## src/rtl/gpu_layer_pkg.sv

```systemverilog
// Shared definitions for the layer address sequencer: layer register field map,
// the decoded per-layer view and the sequencer FSM states.
package gpu_layer_pkg;

  localparam int unsigned LR_BITS         = 128;
  localparam int unsigned LR_POPULATED    = 0;
  localparam int unsigned LR_SPRITE       = 1;
  localparam int unsigned LR_VISIBLE      = 2;
  localparam int unsigned LR_RSVD_LO_LSB  = 3;
  localparam int unsigned LR_RSVD_LO_W    = 13;
  localparam int unsigned LR_WIDTH_LSB    = 16;
  localparam int unsigned LR_HEIGHT_LSB   = 32;
  localparam int unsigned LR_XPOS_LSB     = 48;
  localparam int unsigned LR_YPOS_LSB     = 64;
  localparam int unsigned LR_FONTSEL_LSB  = 80;
  localparam int unsigned LR_TEXTLEN_LSB  = 96;
  localparam int unsigned LR_RSVD_HI_LSB  = 112;
  localparam int unsigned LR_RSVD_HI_W    = 8;
  localparam int unsigned LR_FRAME_LSB    = 120;

  // Decoded fields of one layer set; reserved bits are not carried.
  typedef struct packed {
    logic [7:0]  frame;
    logic [15:0] text_length;
    logic [15:0] font_sel;
    logic [15:0] y_pos;
    logic [15:0] x_pos;
    logic [15:0] height;
    logic [15:0] width;
    logic        visible;
    logic        sprite;
    logic        populated;
  } layer_regs_t;

  typedef enum logic [2:0] {
    ST_IDLE = 3'd0,
    ST_EVAL = 3'd1,
    ST_DIV  = 3'd2,
    ST_CALC = 3'd3,
    ST_EMIT = 3'd4,
    ST_DONE = 3'd5
  } seq_state_t;

endpackage

```

## src/rtl/seq_divider_16.sv

```systemverilog
// 16-bit restoring divider, one quotient bit per cycle. rdy is high during the
// final iteration cycle; quotient/remainder are valid from the following cycle.
module seq_divider_16 (
  input  logic        clk,
  input  logic        rst,
  input  logic        start,
  input  logic [15:0] dividend,
  input  logic [15:0] divisor,
  output logic        rdy,
  output logic [15:0] quotient,
  output logic [15:0] remainder
);

  logic [15:0] quo_q;
  logic [15:0] rem_q;
  logic [15:0] den_q;
  logic [4:0]  cnt_q;
  logic [16:0] shifted;
  logic [16:0] diff;

  // Partial remainder shifted left with the next dividend bit; borrow means "restore".
  assign shifted = {rem_q, quo_q[15]};
  assign diff    = shifted - {1'b0, den_q};

  always_ff @(posedge clk or posedge rst) begin
    if (rst) begin
      quo_q <= '0;
      rem_q <= '0;
      den_q <= '0;
      cnt_q <= '0;
    end else if (start) begin
      quo_q <= dividend;
      rem_q <= '0;
      den_q <= divisor;
      cnt_q <= 5'd16;
    end else if (cnt_q != 5'd0) begin
      cnt_q <= cnt_q - 5'd1;
      if (!diff[16]) begin
        rem_q <= diff[15:0];
        quo_q <= {quo_q[14:0], 1'b1};
      end else begin
        rem_q <= shifted[15:0];
        quo_q <= {quo_q[14:0], 1'b0};
      end
    end
  end

  assign rdy       = (cnt_q == 5'd1);
  assign quotient  = quo_q;
  assign remainder = rem_q;

endmodule

```

## src/rtl/layer_address_sequencer.sv

```systemverilog
// Walks every layer register set for one pixel and streams a RAM byte offset
// (plus a flash bit offset for text layers) for each layer covering the pixel.
// Stream handshake: a result transfers on a cycle where outValid && outReady;
// while outValid is high without outReady, all result outputs hold steady.
module layer_address_sequencer
  import gpu_layer_pkg::*;
#(
  parameter int HOR_PIX         = 480,
  parameter int VER_PIX         = 272,
  parameter int NUM_LAYERS      = 8,
  parameter int BYTES_PER_PIXEL = 2,
  parameter int RAM_ADDR_W      = 27,
  parameter int FLASH_ADDR_W    = 30,
  localparam int X_DEPTH        = $clog2(HOR_PIX),
  localparam int Y_DEPTH        = $clog2(VER_PIX),
  localparam int IDX_W          = $clog2(NUM_LAYERS)
) (
  input  logic                           clk,
  input  logic                           rst,
  input  logic                           start,
  input  logic [X_DEPTH:0]               xPixel,
  input  logic [Y_DEPTH:0]               yPixel,
  input  logic [NUM_LAYERS*LR_BITS-1:0]  layerRegisters,
  output logic                           busy,
  output logic                           done,
  output logic                           outValid,
  input  logic                           outReady,
  output logic [IDX_W-1:0]               outLayer,
  output logic                           outIsSprite,
  output logic                           outFlashEn,
  output logic [RAM_ADDR_W-1:0]          ramAddressOffsetBytes,
  output logic [FLASH_ADDR_W-1:0]        flashAddressOffsetBits
);

  seq_state_t         state;
  logic [IDX_W-1:0]   idx;
  logic [15:0]        pix_x;
  logic [15:0]        pix_y;
  logic [LR_BITS-1:0] regs_q [NUM_LAYERS];
  logic [LR_BITS-1:0] cur_raw;
  layer_regs_t        cur;
  logic               unused_rsvd;

  logic [15:0] layer_x;
  logic [15:0] layer_y;
  logic [31:0] text_span;
  logic        active;
  logic        sprite_hit;
  logic        text_hit;
  logic        last_layer;

  logic        div_start;
  logic        div_rdy;
  logic [15:0] div_quo;
  logic [15:0] div_rem;

  logic [RAM_ADDR_W-1:0]   spr_ram;
  logic [FLASH_ADDR_W-1:0] txt_flash;

  logic [IDX_W-1:0]        res_layer;
  logic                    res_sprite;
  logic                    res_flash_en;
  logic [RAM_ADDR_W-1:0]   res_ram;
  logic [FLASH_ADDR_W-1:0] res_flash;

  // Snapshot of pixel and all layer sets, taken only when a walk is accepted.
  always_ff @(posedge clk) begin
    if (state == ST_IDLE && start) begin
      pix_x <= 16'(xPixel);
      pix_y <= 16'(yPixel);
      for (int i = 0; i < NUM_LAYERS; i++) begin
        regs_q[i] <= layerRegisters[i*LR_BITS +: LR_BITS];
      end
    end
  end

  assign cur_raw = regs_q[idx];

  always_comb begin
    cur             = '0;
    cur.populated   = cur_raw[LR_POPULATED];
    cur.sprite      = cur_raw[LR_SPRITE];
    cur.visible     = cur_raw[LR_VISIBLE];
    cur.width       = cur_raw[LR_WIDTH_LSB   +: 16];
    cur.height      = cur_raw[LR_HEIGHT_LSB  +: 16];
    cur.x_pos       = cur_raw[LR_XPOS_LSB    +: 16];
    cur.y_pos       = cur_raw[LR_YPOS_LSB    +: 16];
    cur.font_sel    = cur_raw[LR_FONTSEL_LSB +: 16];
    cur.text_length = cur_raw[LR_TEXTLEN_LSB +: 16];
    cur.frame       = cur_raw[LR_FRAME_LSB   +: 8];
  end

  assign unused_rsvd = ^{cur_raw[LR_RSVD_LO_LSB +: LR_RSVD_LO_W],
                         cur_raw[LR_RSVD_HI_LSB +: LR_RSVD_HI_W]};

  // 16-bit wrap makes pixels left of / above the layer look far away, so they miss.
  assign layer_x    = pix_x - cur.x_pos;
  assign layer_y    = pix_y - cur.y_pos;
  assign text_span  = 32'(cur.text_length) * 32'(cur.width);
  assign active     = cur.populated && cur.visible;
  assign sprite_hit = active && cur.sprite && (layer_x < cur.width) && (layer_y < cur.height);
  assign text_hit   = active && !cur.sprite && (32'(layer_x) < text_span) && (layer_y < cur.height);
  assign last_layer = (idx == IDX_W'(NUM_LAYERS - 1));
  assign div_start  = (state == ST_EVAL) && text_hit;

  seq_divider_16 u_div (
    .clk       (clk),
    .rst       (rst),
    .start     (div_start),
    .dividend  (layer_x),
    .divisor   (cur.width),
    .rdy       (div_rdy),
    .quotient  (div_quo),
    .remainder (div_rem)
  );

  // Computed directly at port width: truncating after each step equals wrapping the full result.
  assign spr_ram = ((RAM_ADDR_W'(cur.frame) * RAM_ADDR_W'(cur.height) + RAM_ADDR_W'(layer_y))
                    * RAM_ADDR_W'(cur.width) + RAM_ADDR_W'(layer_x)) * RAM_ADDR_W'(BYTES_PER_PIXEL);
  assign txt_flash = (FLASH_ADDR_W'(cur.font_sel) * FLASH_ADDR_W'(cur.height) + FLASH_ADDR_W'(layer_y))
                     * FLASH_ADDR_W'(cur.width) + FLASH_ADDR_W'(div_rem);

  always_ff @(posedge clk or posedge rst) begin
    if (rst) begin
      state        <= ST_IDLE;
      idx          <= '0;
      res_layer    <= '0;
      res_sprite   <= 1'b0;
      res_flash_en <= 1'b0;
      res_ram      <= '0;
      res_flash    <= '0;
    end else begin
      case (state)
        ST_IDLE: begin
          if (start) begin
            idx   <= '0;
            state <= ST_EVAL;
          end
        end
        ST_EVAL: begin
          if (sprite_hit) begin
            state <= ST_CALC;
          end else if (text_hit) begin
            state <= ST_DIV;
          end else if (last_layer) begin
            state <= ST_DONE;
          end else begin
            idx   <= idx + 1'b1;
            state <= ST_EVAL;
          end
        end
        ST_DIV: begin
          if (div_rdy) state <= ST_CALC;
        end
        ST_CALC: begin
          res_layer  <= idx;
          res_sprite <= cur.sprite;
          if (cur.sprite) begin
            res_ram      <= spr_ram;
            res_flash    <= '0;
            res_flash_en <= 1'b0;
          end else begin
            res_ram      <= RAM_ADDR_W'(div_quo);
            res_flash    <= txt_flash;
            res_flash_en <= 1'b1;
          end
          state <= ST_EMIT;
        end
        ST_EMIT: begin
          if (outReady) begin
            if (last_layer) begin
              state <= ST_DONE;
            end else begin
              idx   <= idx + 1'b1;
              state <= ST_EVAL;
            end
          end
        end
        ST_DONE: state <= ST_IDLE;
        default: state <= ST_IDLE;
      endcase
    end
  end

  assign busy                   = (state != ST_IDLE);
  assign done                   = (state == ST_DONE);
  assign outValid               = (state == ST_EMIT);
  assign outLayer               = res_layer;
  assign outIsSprite            = res_sprite;
  assign outFlashEn             = res_flash_en;
  assign ramAddressOffsetBytes  = res_ram;
  assign flashAddressOffsetBits = res_flash;

endmodule

```

## config.mk

```make
export PLATFORM = sky130hd
export DESIGN_NAME = layer_address_sequencer
export DESIGN_NICKNAME = d
export VERILOG_FILES = /design/src/rtl/gpu_layer_pkg.sv /design/src/rtl/seq_divider_16.sv /design/src/rtl/layer_address_sequencer.sv
export SDC_FILE = /design/constraint.sdc
export NUM_CORES = 2
export LEC_CHECK = 0
export CAP_MARGIN = 5
export CORE_UTILIZATION = 29
export DETAILED_ROUTE_END_ITERATION = 16
export HOLD_SLACK_MARGIN = 0.06
export PLACE_DENSITY = 0.55
export SLEW_MARGIN = 20
export SYNTH_ARGS = -nofsm -noshare
export SYNTH_HDL_FRONTEND = slang
export SYNTH_HIERARCHICAL = 1
export SYNTH_SLANG_ARGS = --single-unit
```

## constraint.sdc

```tcl
create_clock -name clk -period 183.7 [get_ports clk]
set_input_delay 18.37 -clock clk [delete_from_list [all_inputs] [get_ports clk]]
set_output_delay 18.37 -clock clk [all_outputs]
set_load 0.01 [all_outputs]
```

; ---- Yosys cells after proc, flatten, opt, wreduce, memory -nomap -nowiden
; Memory sizes are Yosys's and may differ from the RTL's.
; Cells that the tools add are included.
[word_totals]
mem_count = 1
mem_bits_rw = 1024
word_cells = 86
ff_bits = 141
[memory_table]
columns = name, words, word_bits, read_ports, rd_clocked_by_memory_dff, wr, line_no
row1 = regs_q, 8, 128, 1, 0, 8, layer_address_sequencer.sv:39  ; logic [LR_BITS-1:0] regs_q [NUM_LAYERS];
[classes]
mux = 26
magnitude_cmp = 3
mul = 5
eq_ne = 12
add_sub_neg = 9
reduce_logical = 17
[ops]
columns = operator, count
row1 = 2-to-1 mux 16 bit, 5
row2 = adder 30 x 16 -> 30 bit, 2
row3 = 2-to-1 mux 3 bit, 11
row4 = less-than comparator 16 bit, 2
row5 = less-than comparator 16 x 32 -> 1 bit, 1
row6 = multiplier 16 x 16 -> 32 bit, 1
row7 = subtractor 10 x 16 -> 16 bit, 2
row8 = multiplier 16 x 16 -> 30 bit, 1
row9 = multiplier 30 x 16 -> 30 bit, 1
row10 = 2-to-1 mux 30 bit, 1
row11 = 2-to-1 mux 27 bit, 1
row12 = adder 26 x 16 -> 26 bit, 1
row13 = multiplier 25 x 16 -> 26 bit, 1
row14 = adder 24 x 16 -> 25 bit, 1
row15 = multiplier 8 x 16 -> 24 bit, 1
row16 = subtractor 17 x 16 -> 17 bit, 1
row17 = one-hot mux 3 bit (5 select lines), 1
row18 = 2-to-1 mux 5 bit, 2
row19 = "equality test 3 bit, second input constant", 3
row20 = logical AND 1 bit, 9
row21 = one-hot mux 3 bit (3 select lines), 1
row22 = "inequality test 2 bit, second input constant", 4
row23 = "equality test 3 x 2 -> 1 bit, second input constant", 2
row24 = nonzero test 3 bit, 2
row25 = 12 further kinds, 15

; ---- Depth between registers and ports, before layout
; An unclocked memory read counts as a cell.
[depth]
ltp_word = 8
mapped_depth = 66
ltp_nobuf = 56

; ---- By module
; Netlist, hierarchy kept.
[modules_own_cells]
columns = mod, area_each_um2, seq_area_each_um2, cells_each, instances
row1 = layer_address_sequencer, 79108.4, 28006.9, 6760, 1
row2 = seq_divider_16, 3453.3, 1326.3, 381, 1

; ---- Worst setup path after synthesis
; No wires, ideal clock.
[synth_timing]
path_type = input-to-reg
startpoint = in start
endpoint = reg pix_x[0] (enable)
t_required_ns = 180.506
path_stages = 2
n_path_buf = 0
slack_ns = 103.301
t_arrival_ns = 77.205
path_cell_list = nand2b_1 nor3_1
[synth_between]
elab_chain_cells = 1
[synth_rtl]
columns = element, line_no
row1 = start: declaration, layer_address_sequencer.sv:20  ; input logic start,
row2 = logical AND 1 bit, layer_address_sequencer.sv:68  ; if (state == ST_IDLE && start) begin
row3 = end signal: assignment, layer_address_sequencer.sv:69  ; pix_x <= 16'(xPixel);
row4 = end: declaration, layer_address_sequencer.sv:37  ; logic [15:0] pix_x;
; Every way passes these cells.
; A chain may end at the register's enable or synchronous reset.

==> metrics.txt <==
post-detailed-placement half-perimeter wirelength approximately 220000 um; mean post-synth cell area around 12 um^2; fraction of the cycle the final worst path needs 0.130; Initial Util 0.292; layout cells sized above 1 0.0892; cell chosen for the clock root sky130_fd_sc_hd__clkbuf_16; initial antenna violation count 44; Worst Tran Pin Value 1.09 ns; count of unresolved DRC violations after routing 0; kind of launch point of the worst setup path input port; multiplexer area fraction after synthesis 0.0768; number of max-slew violations in the final report 0; TritonCTS Buffers 117; core region area between 200000 and 300000 um^2; worst hold margin 0.484 ns; CP endpoint kind register; number of clock sinks seen by CTS 997; Max transition margin 0.274; Post-Route Skew about 0.073 ns; final critical-path setup slack 159.90 ns; total via count after detailed routing around 56000; r2r setup slk 166.22 ns; most frequently used cell type in the post-synthesis netlist sky130_fd_sc_hd__inv_1; Gate Count Post-Synth 7141; post-CTS setup buffers 0; post-placement worst setup slack between 150 and 200 ns; Final Routed Wirelength 273000 um; filler cell count between 20000 and 30000; number of synthesized flops with an enable pin 876; area occupied by multi-input gates roughly 47000 um^2; detailed-route vias per instance 4.72; area overhead of the layout relative to synthesis 22.2%; Max Cap Viol 0; Placer Congestion 0.916; number of global-route vias before repair 59900; Seq/Total Area, Yosys 0.355; cell area after technology mapping 82600 um^2; number of input and output port buffers inserted 944; Initial DRC Count 4084; std cell rows 195; arrival time worst endpoint about 24 ns; post-CTS sizing 0; WP data required 184.10 ns; class of the most critical hold timing path register to register; global-route wire length before repair about 400000 um; TritonCTS clock tree built; total area of sequential cells 29300 um^2; synthesized netlist net count 9705; CTS hold repair buffers 0; maximum buffer depth of the clock tree 4; detail-routed net length per standard cell 22.9 um; pin count of the biggest net entering global routing 151; FFs w/ async S/R, synth 0.121; fraction of the mapped netlist area in simple logic gates 0.0939; number of endpoints with negative hold slack in the final report 0; final cell area excluding filler cells 101000 um^2; count of state elements after synthesis approximately 1000; die outline height 536 um; Yosys top cell area share 0.319; cell types with the highest counts after synthesis 1386 x sky130_fd_sc_hd__inv_1, 1032 x sky130_fd_sc_hd__fa_1, 876 x sky130_fd_sc_hd__edfxtp_1; final setup vio count 0; total negative slack 0 ns; library cell with the largest summed area after synthesis sky130_fd_sc_hd__edfxtp_1; number of iterations in the first detailed-routing pass 6; net total in the final layout around 11000; Cell variety after synth 100; Max Fclk 42.0 MHz; unrepaired setup endpoints after global routing false; total overflow reported by the global router 0; synth top area cells sky130_fd_sc_hd__edfxtp_1 32%, sky130_fd_sc_hd__fa_1 25%, sky130_fd_sc_hd__ha_1 7.3%, sky130_fd_sc_hd__inv_1 6.3%, sky130_fd_sc_hd__mux4_2 5.8%; time the final worst path needs with I/O delays and setup 23.80 ns; xor and xnor fraction of the mapped netlist area 0.0242; cell area after placement just under 100000 um^2; largest family of logic cells by synthesized area adder cells; register clock-pin slew on the reported worst setup and hold paths 0.06 ns; die area between 200000 and 300000 um^2; outcome complete, no violations; count of pins on the block boundary ~1100; number of nets still failing antenna checks after routing 0; Post-synth top flop sky130_fd_sc_hd__edfxtp_1; clock insertion delay at the later pin of the skew report 0.84 ns; largest driver fanout on the critical path 150; complex-gate fraction of the synthesized area 0.0485; CTS H-tree lvls 3; type of the worst setup path input port to register; Die W between 500 and 600 um; Synthesis Warnings 6; aggregate global-route resource usage 0.190; adder and majority cell fraction of the synthesized area 0.324
per-stage QoR:
| stage | utilization | instances |
|---|---|---|
| finish | 0.357 | 11900 |
| global route | 0.357 | 11900 |
| CTS | 0.356 | 11900 |
| detailed placement | 0.343 | 11700 |
| global placement | 0.343 | 11700 |
| floorplan | - | 7141 |
state kept, by name, summed over array words and instances, names as in the netlist, 5 cells and up:
name and count:
u_div/quotient 16, regs_q 856, u_div/cnt_q 5, pix_x 10, u_div/den_q 16, ramAddressOffsetBytes 27
flashAddressOffsetBits 30, u_div/remainder 16, pix_y 10
layout make-up:
| class | instances | share of cell area |
|---|---|---|
| Antenna cell | 20 | 0.000496 |
| Clock buffer | 147 | 0.0305 |
| Multi-Input combinational cell | 4466 | 0.467 |
| Inverter | 1397 | 0.0520 |
| Tap cell | 3743 | 0.0464 |
| Timing Repair Buffer | 1093 | 0.105 |
| Sequential cell | 997 | 0.291 |
| Clock inverter | 65 | 0.00716 |
metal layers:
| layer | track usage | wire length (um) | up-vias |
|---|---|---|---|
| met5 | 0 | 187 | - |
| met4 | 0.0611 | 8990 | 30 |
| met3 | 0.0460 | 20500 | 373 |
| met2 | 0.320 | 132000 | 2003 |
| met1 | 0.238 | 111000 | 28800 |
| li1 | - | - | 25000 |
logic make-up after synthesis:
group	count (synthesis)
multiplexers	362
XOR/XNOR	213
flip-flops	997
buffers and inverters	1678
AND/OR/NAND/NOR	1785
adder cells (fa/ha/maj)	1516
AO/OA/AOI/OAI	590
final timing paths:
kind | to | startpoint | depth (start not counted)
worst max-delay path | regs_q[4][106] | start | 9
worst min-delay path | flashAddressOffsetBits[0] | flashAddressOffsetBits[0] | 2
worst max register to register | flashAddressOffsetBits[29] | idx[0] | 52
worst min register to register | flashAddressOffsetBits[0] | flashAddressOffsetBits[0] | 2
max in group asynchronous | idx[1] | rst | 3
min in group asynchronous | u_div/den_q[0] | rst | 3
cells in the final DEF, fill, tap and decap left out, types with 34 or more instances in the layout:
master / Yosys / layout
sky130_fd_sc_hd__a21o_1: 60 / 60
sky130_fd_sc_hd__a21oi_1: 135 / 135
sky130_fd_sc_hd__and2_1: 108 / 107
sky130_fd_sc_hd__buf_4: 14 / 146
sky130_fd_sc_hd__clkbuf_16: 0 / 118
sky130_fd_sc_hd__clkdlybuf4s50_1: 0 / 944
sky130_fd_sc_hd__dfrtp_1: 121 / 118
sky130_fd_sc_hd__edfxtp_1: 876 / 876
sky130_fd_sc_hd__fa_1: 1032 / 1032
sky130_fd_sc_hd__ha_1: 484 / 484
sky130_fd_sc_hd__inv_1: 1386 / 1379
sky130_fd_sc_hd__mux2_2: 45 / 42
sky130_fd_sc_hd__mux2i_1: 103 / 70
sky130_fd_sc_hd__mux4_2: 211 / 211
sky130_fd_sc_hd__nand2_1: 721 / 720
sky130_fd_sc_hd__nand2b_1: 85 / 85
sky130_fd_sc_hd__nand3_1: 34 / 34
sky130_fd_sc_hd__nor2_1: 640 / 638
sky130_fd_sc_hd__o21ai_0: 143 / 143
sky130_fd_sc_hd__or2_2: 53 / 53
sky130_fd_sc_hd__xnor2_1: 137 / 131
sky130_fd_sc_hd__xor2_1: 64 / 64
worst max-delay path, stage by stage:
cell                              delay, ns
sky130_fd_sc_hd__clkdlybuf4s50_1       0.57
sky130_fd_sc_hd__nand2b_1              0.14
sky130_fd_sc_hd__nor3_2                0.17
sky130_fd_sc_hd__buf_4                 0.68
sky130_fd_sc_hd__buf_12                0.52
sky130_fd_sc_hd__buf_4                 0.86
sky130_fd_sc_hd__buf_4                 0.80
sky130_fd_sc_hd__buf_4                 0.62
sky130_fd_sc_hd__buf_4                 0.83
Power is not shown: default switching activity piles up to over one toggle a cycle in this logic, so the estimate is an artifact.
